### config.mk
export PLATFORM = sky130hd
export DESIGN_NAME = sram_axi_bridge
export DESIGN_NICKNAME = d
export VERILOG_FILES = /design/src/rtl/sram_axi_bridge_pkg.sv /design/src/rtl/sram_axi_rd_ch.sv /design/src/rtl/sram_axi_bridge.sv
export SDC_FILE = /design/constraint.sdc
export NUM_CORES = 1
export LEC_CHECK = 0
export CORE_AREA = 2 2 165 167
export DETAILED_ROUTE_END_ITERATION = 10
export DIE_AREA = 0 0 167 169
export PLACE_DENSITY_LB_ADDON = 0.1
export SLEW_MARGIN = 10
export SYNTH_ARGS = -nofsm -noshare
export SYNTH_HDL_FRONTEND = slang
export SYNTH_SLANG_ARGS = --single-unit
### constraint.sdc
create_clock -name clk -period 5.7 [get_ports clk]
set_input_delay 0.855 -clock clk [delete_from_list [all_inputs] [get_ports clk]]
set_output_delay 0.855 -clock clk [all_outputs]
set_load 0.01 [all_outputs]
### src/rtl/sram_axi_bridge_pkg.sv
// rtl/sram_axi_bridge_pkg.sv - shared state encodings and AXI constants for the SRAM-to-AXI bridge
package sram_axi_bridge_pkg;

  typedef enum logic [1:0] {
    R_IDLE = 2'd0,
    R_AR   = 2'd1,
    R_WAIT = 2'd2
  } rd_state_t;

  typedef enum logic [2:0] {
    W_IDLE = 3'd0,
    W_AW_W = 3'd1,
    W_W    = 3'd2,
    W_AW   = 3'd3,
    W_B    = 3'd4
  } wr_state_t;

  localparam logic [3:0] ARID_INST      = 4'd0;
  localparam logic [3:0] ARID_DATA      = 4'd1;
  localparam logic [3:0] AWID           = 4'd1;
  localparam logic [7:0] AXI_LEN        = 8'd0;
  localparam logic [1:0] AXI_BURST_INCR = 2'b01;
  localparam logic [1:0] AXI_LOCK       = 2'd0;
  localparam logic [3:0] AXI_CACHE      = 4'd0;
  localparam logic [2:0] AXI_PROT       = 3'd0;

  function automatic logic [2:0] axi_size(input logic [1:0] size);
    return {1'b0, size};
  endfunction

endpackage

### src/rtl/sram_axi_rd_ch.sv
// rtl/sram_axi_rd_ch.sv - read channel: arbitrates inst/data reads onto a single outstanding AR/R transfer
module sram_axi_rd_ch
  import sram_axi_bridge_pkg::*;
(
  input  logic        clk,
  input  logic        resetn,
  input  logic        inst_req,
  input  logic [1:0]  inst_size,
  input  logic [31:0] inst_addr,
  input  logic        data_req,
  input  logic [1:0]  data_size,
  input  logic [31:0] data_addr,
  output logic        inst_addr_ok,
  output logic        data_addr_ok,
  output logic        inst_data_ok,
  output logic        data_data_ok,
  output logic        data_rd_busy,
  output logic [3:0]  arid,
  output logic [31:0] araddr,
  output logic [2:0]  arsize,
  output logic        arvalid,
  input  logic        arready,
  input  logic        rid_lsb,
  input  logic        rvalid,
  output logic        rready
);

  rd_state_t   state, state_nx;
  logic [31:0] addr_q;
  logic [1:0]  size_q;
  logic [3:0]  id_q;

  always_ff @(posedge clk) begin
    if (!resetn) begin
      state  <= R_IDLE;
      addr_q <= '0;
      size_q <= '0;
      id_q   <= '0;
    end else begin
      state <= state_nx;
      if (data_addr_ok) begin
        addr_q <= data_addr;
        size_q <= data_size;
        id_q   <= ARID_DATA;
      end else if (inst_addr_ok) begin
        addr_q <= inst_addr;
        size_q <= inst_size;
        id_q   <= ARID_INST;
      end
    end
  end

  // data_req arrives already qualified against the write side, so it simply wins here
  always_comb begin
    state_nx     = state;
    inst_addr_ok = 1'b0;
    data_addr_ok = 1'b0;
    inst_data_ok = 1'b0;
    data_data_ok = 1'b0;
    arvalid      = 1'b0;
    rready       = 1'b0;
    case (state)
      R_IDLE: begin
        data_addr_ok = data_req;
        inst_addr_ok = inst_req && !data_req;
        if (data_req || inst_req) state_nx = R_AR;
      end
      R_AR: begin
        arvalid = 1'b1;
        if (arready) state_nx = R_WAIT;
      end
      R_WAIT: begin
        rready = 1'b1;
        if (rvalid) begin
          data_data_ok = rid_lsb;
          inst_data_ok = !rid_lsb;
          state_nx     = R_IDLE;
        end
      end
      default: state_nx = R_IDLE;
    endcase
  end

  assign data_rd_busy = (state != R_IDLE) && (id_q == ARID_DATA);
  assign arid         = id_q;
  assign araddr       = addr_q;
  assign arsize       = axi_size(size_q);

endmodule

### src/rtl/sram_axi_bridge.sv
// rtl/sram_axi_bridge.sv - bridges fetch and load/store SRAM-like ports onto one AXI master
module sram_axi_bridge
  import sram_axi_bridge_pkg::*;
(
  input  logic        clk,
  input  logic        resetn,
  input  logic        inst_sram_req,
  input  logic        inst_sram_wr,
  input  logic [1:0]  inst_sram_size,
  input  logic [3:0]  inst_sram_wstrb,
  input  logic [31:0] inst_sram_addr,
  input  logic [31:0] inst_sram_wdata,
  output logic        inst_sram_addr_ok,
  output logic        inst_sram_data_ok,
  output logic [31:0] inst_sram_rdata,
  input  logic        data_sram_req,
  input  logic        data_sram_wr,
  input  logic [1:0]  data_sram_size,
  input  logic [3:0]  data_sram_wstrb,
  input  logic [31:0] data_sram_addr,
  input  logic [31:0] data_sram_wdata,
  output logic        data_sram_addr_ok,
  output logic        data_sram_data_ok,
  output logic [31:0] data_sram_rdata,
  output logic [3:0]  arid,
  output logic [31:0] araddr,
  output logic [7:0]  arlen,
  output logic [2:0]  arsize,
  output logic [1:0]  arburst,
  output logic [1:0]  arlock,
  output logic [3:0]  arcache,
  output logic [2:0]  arprot,
  output logic        arvalid,
  input  logic        arready,
  input  logic [3:0]  rid,
  input  logic [31:0] rdata,
  input  logic [1:0]  rresp,
  input  logic        rlast,
  input  logic        rvalid,
  output logic        rready,
  output logic [3:0]  awid,
  output logic [31:0] awaddr,
  output logic [7:0]  awlen,
  output logic [2:0]  awsize,
  output logic [1:0]  awburst,
  output logic [1:0]  awlock,
  output logic [3:0]  awcache,
  output logic [2:0]  awprot,
  output logic        awvalid,
  input  logic        awready,
  output logic [3:0]  wid,
  output logic [31:0] wdata,
  output logic [3:0]  wstrb,
  output logic        wlast,
  output logic        wvalid,
  input  logic        wready,
  input  logic        bvalid,
  output logic        bready
);

  wr_state_t   wr_state, wr_state_nx;
  logic [31:0] wr_addr_q, wr_data_q;
  logic [1:0]  wr_size_q;
  logic [3:0]  wr_strb_q;
  logic        wr_accept, wr_data_ok, wr_idle;
  logic        data_rd_req, data_rd_busy;
  logic        rd_data_addr_ok, rd_data_data_ok;
  logic        unused_inputs;

  assign unused_inputs = &{1'b0, inst_sram_wr, inst_sram_wstrb, inst_sram_wdata, rid[3:1], rresp, rlast};

  assign wr_idle     = (wr_state == W_IDLE);
  // data reads wait for any write to finish so a load never overtakes a store
  assign data_rd_req = data_sram_req && !data_sram_wr && wr_idle;

  sram_axi_rd_ch u_rd_ch (
    .clk          (clk),
    .resetn       (resetn),
    .inst_req     (inst_sram_req),
    .inst_size    (inst_sram_size),
    .inst_addr    (inst_sram_addr),
    .data_req     (data_rd_req),
    .data_size    (data_sram_size),
    .data_addr    (data_sram_addr),
    .inst_addr_ok (inst_sram_addr_ok),
    .data_addr_ok (rd_data_addr_ok),
    .inst_data_ok (inst_sram_data_ok),
    .data_data_ok (rd_data_data_ok),
    .data_rd_busy (data_rd_busy),
    .arid         (arid),
    .araddr       (araddr),
    .arsize       (arsize),
    .arvalid      (arvalid),
    .arready      (arready),
    .rid_lsb      (rid[0]),
    .rvalid       (rvalid),
    .rready       (rready)
  );

  always_ff @(posedge clk) begin
    if (!resetn) begin
      wr_state  <= W_IDLE;
      wr_addr_q <= '0;
      wr_data_q <= '0;
      wr_size_q <= '0;
      wr_strb_q <= '0;
    end else begin
      wr_state <= wr_state_nx;
      if (wr_accept) begin
        wr_addr_q <= data_sram_addr;
        wr_data_q <= data_sram_wdata;
        wr_size_q <= data_sram_size;
        wr_strb_q <= data_sram_wstrb;
      end
    end
  end

  always_comb begin
    wr_state_nx = wr_state;
    wr_accept   = 1'b0;
    wr_data_ok  = 1'b0;
    awvalid     = 1'b0;
    wvalid      = 1'b0;
    bready      = 1'b0;
    case (wr_state)
      W_IDLE: begin
        if (data_sram_req && data_sram_wr && !data_rd_busy) begin
          wr_accept   = 1'b1;
          wr_state_nx = W_AW_W;
        end
      end
      W_AW_W: begin
        awvalid = 1'b1;
        wvalid  = 1'b1;
        if (awready && wready) wr_state_nx = W_B;
        else if (awready)      wr_state_nx = W_W;
        else if (wready)       wr_state_nx = W_AW;
      end
      W_W: begin
        wvalid = 1'b1;
        if (wready) wr_state_nx = W_B;
      end
      W_AW: begin
        awvalid = 1'b1;
        if (awready) wr_state_nx = W_B;
      end
      W_B: begin
        bready = 1'b1;
        if (bvalid) begin
          wr_data_ok  = 1'b1;
          wr_state_nx = W_IDLE;
        end
      end
      default: wr_state_nx = W_IDLE;
    endcase
  end

  // a data read and a data write are never outstanding together, so the two data_ok sources cannot collide
  assign data_sram_addr_ok = rd_data_addr_ok || wr_accept;
  assign data_sram_data_ok = rd_data_data_ok || wr_data_ok;
  assign inst_sram_rdata   = rdata;
  assign data_sram_rdata   = rdata;

  assign arlen   = AXI_LEN;
  assign arburst = AXI_BURST_INCR;
  assign arlock  = AXI_LOCK;
  assign arcache = AXI_CACHE;
  assign arprot  = AXI_PROT;
  assign awid    = AWID;
  assign awaddr  = wr_addr_q;
  assign awlen   = AXI_LEN;
  assign awsize  = axi_size(wr_size_q);
  assign awburst = AXI_BURST_INCR;
  assign awlock  = AXI_LOCK;
  assign awcache = AXI_CACHE;
  assign awprot  = AXI_PROT;
  assign wid     = AWID;
  assign wdata   = wr_data_q;
  assign wstrb   = wr_strb_q;
  assign wlast   = 1'b1;

endmodule
-- After elaboration in Yosys (flattened, before gate mapping)
Index checks and enable logic that the tools add are counted.
- input port bits: 190
- register bits after elaboration: 110
- output and inout port bits: 230
- word-level logic and storage cells: 78
- mux-type cells: 33
- equal/unequal tests: 14
- reductions and logical operators: 22
- operators by type and width (operator ; number):
    32-bit two-way mux ; 2
    3-bit two-way mux ; 7
    1-bit two-way mux ; 17
    3-bit one-hot mux with 5 select lines ; 1
    2-bit two-way mux ; 5
    2-bit inequality test (second input constant) ; 5
    1-bit logical AND ; 7
    3-bit by 2-bit == test with 1-bit output (second input constant) ; 2
    2-bit one-hot mux with 3 select lines ; 1
    5-bit AND reduction ; 1
    1-bit zero test ; 4
    2-bit by 1-bit inequality test with 1-bit output (second input constant) ; 2
    4-bit inequality test (second input constant) ; 1
    2-bit nonzero test ; 2
    2-bit OR reduction ; 2
    3-bit by 1-bit == test with 1-bit output (second input constant) ; 1
    3-bit == test (second input constant) ; 1
    3-bit zero test ; 1
    1-bit logical OR ; 3
    3-bit AND reduction ; 1
    2-bit by 1-bit == test with 1-bit output (second input constant) ; 1
    2-bit == test (second input constant) ; 1
    2-bit zero test ; 1

-- Longest topological paths before layout
- depth in word-level cells: 8
- mapped depth: 7

-- By module
From an unflattened synthesis, not the netlist that was laid out.
- cell total of the unflattened synthesis: 670
- area, all modules: 5919.4 um^2
- by module, submodules not included (module ; area an instance (um^2) ; times used ; sequential area each (um^2) ; cells an instance):
    sram_axi_bridge ; 4006.3 ; 1 ; 1461.4 ; 453
    sram_axi_rd_ch ; 1913.1 ; 1 ; 740.7 ; 217

-- Least setup slack after synthesis
Ideal clock, no wire load.
- path kind: input port to output port
- from: in inst_sram_req
- to: out inst_sram_addr_ok
- slack: 3001 ps
- path buffers: 2
- arrival: 1844 ps
- stages: 4
- data required time: 4845 ps
- path through: or3b_2 > clkbuf_1 > clkbuf_1 > nor2_1
- word-level cells in the longest chain between the ends: 2
- ends and longest elaborated chain (what ; line ; source):
    start, declared ; sram_axi_bridge.sv:7 ; input logic inst_sram_req,
    1-bit logical AND ; sram_axi_rd_ch.sv:65 ; inst_addr_ok = inst_req && !data_req;
    1-bit two-way mux ; sram_axi_rd_ch.sv:62 ; case (state)
    end, declared ; sram_axi_bridge.sv:13 ; output logic inst_sram_addr_ok,
Every way passes these cells.

-- Worst setup path in the final report
Same ends and word-level chain as after synthesis.

==> results.toml <==
[status]
status = "finished, final reports clean"

[clock_network]
clockBufferDepth = 2
worstSkewPairLatency_ns = 0.35
post_cts_buffers = 0
cts_num_sinks = 110
cts_tree = "built"
cts.htree.levels = 3
clkTransAtPathRegs_ns = 0.07
ctsResizeCount = 0
cts_hold_buf = 0
cts_buffers = 9
cts_root_buf = "clkbuf_16"

[floorplanning]
die-width_um = 167
io_pins = 420
rows = 60
die-area_um2 = 28200
fp.coreArea_um2 = 26500
fp.dieH_um = 169
start_util_pct = 21.4

[synthesis]
synth_seq_area_share_pct = 38.9
yosysUniqueCellTypes = 36
synth-xor-area-share_pct = 0.155
synth_flop_cell = "dfxtp_1"
synthMuxAreaShare_pct = 12.5
synth_top_family_by_area = "buffers and inverters"
synth_edf_count = 0
yosys.area_share.simple_pct = 17.0
synthCells = 671
ys_seq_elements = 110
synth_compound_area_share_pct = 9.76
async_flop_share_pct = 0
yosysWarnings = 0
syn_area_um2 = 5660
synth_adder_area_share_pct = 0
syn_area_per_cell_um2 = 8.44

[critical_path]
worstPathArrival_ns = 3.01
endpoint_kind = "output port"
required_ns = 4.85
critPathLaunchType = "input pin"
crit_type = "input pin to output port"
worst-path-max-fanout = 36

[detailed_routing]
vias = 4653
dr.first_iter.drc_count = 174
drc = 0
drt_wl_total_um = 17800
wl_per_cell_um = 15.6
drt_first_pass_iters = 4
ant_nets = 0
vias_per_cell = 4.08

[final_layout]
fill_cells = 2825
diodes = 0
syn_to_final_growth_pct = 36.4
ff_latch_area_um2 = 2200
layout_commonest_cell = "clkdlybuf4s50_1"
stdcell_count = 1141
nets = 987
final_cell_mix = "clkdlybuf4s50_1, nand2_1, dfxtp_1, mux2i_1, conb_1"
multiInputGateArea_um2 = 2440
layout-drive-gt1-share_pct = 3.13

[placement]
place_congestion = 0.744
placed_cells = 1127
io_buffers = 228
dp_hpwl_um = 12200
dpl_worst_slack_ns = 1.81

[grt]
antenna_found_initial = 0
grt_overflow = 0
grt_pass1_vias = 4658
grt_pass1_wl_um = 27300
track_usage_pct = 12.2
grt_max_degree = 105

[sta]
whs_ns = 0.456
fin_crit_sh_pct = 67.8
setup_viol = 0
clock_skew_ns = 0.00957
finalSetupTns_ns = 0
rsz0062_at_grt = "no"
timing.fmax_ghz = 0.259
period_minus_slack_ns = 3.87
finalMaxSlewViolations = 0
slew-limit-headroom_pct = 25.2
tightest_slew_ns = 1.12
postLayoutSetupSlackWorst_ns = 1.83
hold_viol_final = 0

[power_and_ir_drop]
irDropWorstVdd_mv = 0.150
powerDensity_nw_per_um2 = 263
p_leak_nw = 2.85

[worst_hold_path]
hold_class = "flip-flop to flip-flop"

[job]
max_cap_viol_count = 0
[synthesized netlist by cell type (2+ instances only)]
| library cell | count | area share [%] |
|---|---|---|
| a31oi_1 | 34 | 3.8 |
| and2_1 | 2 | 0.22 |
| mux2i_1 | 71 | 13 |
| o31ai_1 | 34 | 4.5 |
| clkbuf_1 | 35 | 2.3 |
| dfxtp_1 | 110 | 39 |
| inv_1 | 3 | 0.20 |
| nor2b_1 | 5 | 0.55 |
| buf_4 | 116 | 15 |
| nor3b_1 | 2 | 0.26 |
| nand2b_1 | 2 | 0.22 |
| buf_6 | 2 | 0.40 |
| a21oi_1 | 4 | 0.35 |
| conb_1 | 2 | 0.13 |
| nor2_1 | 7 | 0.46 |
| buf_12 | 7 | 2.5 |
| buf_2 | 4 | 0.35 |
| buf_1 | 2 | 0.13 |
| nand2_1 | 212 | 14 |
[stage by stage]
step | utilization [%] | cell area (um2) | total power, mW
floorplan | - | 5850 | 1.16
global placement | 27.9 | 7400 | 1.33
detailed placement | 27.9 | 7400 | 1.33
CTS | 29.2 | 7730 | 2.08
global route | 29.2 | 7730 | 2.14
finish | 29.2 | 7730 | 2.03
[report_power, final]
part / internal [mW] / switching [mW] / leakage, nW
sequential: 0.825 / 0.0335 / 0.902
combinational: 0.230 / 0.216 / 1.80
clock: 0.426 / 0.303 / 0.155
[layout make-up]
type	count	share of cell area, %
multi-input cells	441	31.5
clock inverters	4	1.26
inverters	3	0.146
well taps	341	5.52
clock buffers	10	2.96
repair buffers	232	30.1
flip-flops and latches	110	28.5
[sequential cells by signal (all words and copies together) (netlist names)]
| signal | cells |
|---|---|
| wr_size_q | 2 |
| wstrb | 4 |
| u_rd_ch.araddr | 32 |
| wdata | 32 |
| wr_state | 3 |
| u_rd_ch.state | 2 |
| u_rd_ch.arid | 1 |
| u_rd_ch.size_q | 2 |
| awaddr | 32 |
[layer usage]
metal	GRT usage, %	vias up	routed length [um]
met5	0	-	0
met4	4.12	0	293
met1	15.2	2149	7900
li1	-	2297	-
met2	19.9	171	8270
met3	4.09	36	1290
[kinds of logic (layout without fill, tap and decap cells)]
logic type	count (synthesis)	in the layout
AOI/OAI and AO/OA	80	80
buffers and inverters	170	249
DFF	110	110
xor gates and xnor gates	1	1
and+or+nand+nor	237	237
other	2	52
muxes	71	71
[worst max-delay path: stages]
cell and delay (ns):
clkdlybuf4s50_1 0.49, or3b_2 0.84, nor2_1 0.20, clkdlybuf4s50_1 0.62
[path summary, 6_finish.rpt]
path                                                from                       to  slack, ns  depth (start not counted)
worst max-delay path                       inst_sram_req        inst_sram_addr_ok       1.83                          4
worst min-delay path             awaddr[25]$_SDFFE_PN0P_  awaddr[25]$_SDFFE_PN0P_       0.46                          2
worst max register to register  wr_state[1]$_SDFFE_PN0P_  awaddr[13]$_SDFFE_PN0P_       2.99                          4
worst min register to register   awaddr[25]$_SDFFE_PN0P_  awaddr[25]$_SDFFE_PN0P_       0.46                          2
No activity file was read; power rests on OpenSTA's default activity.
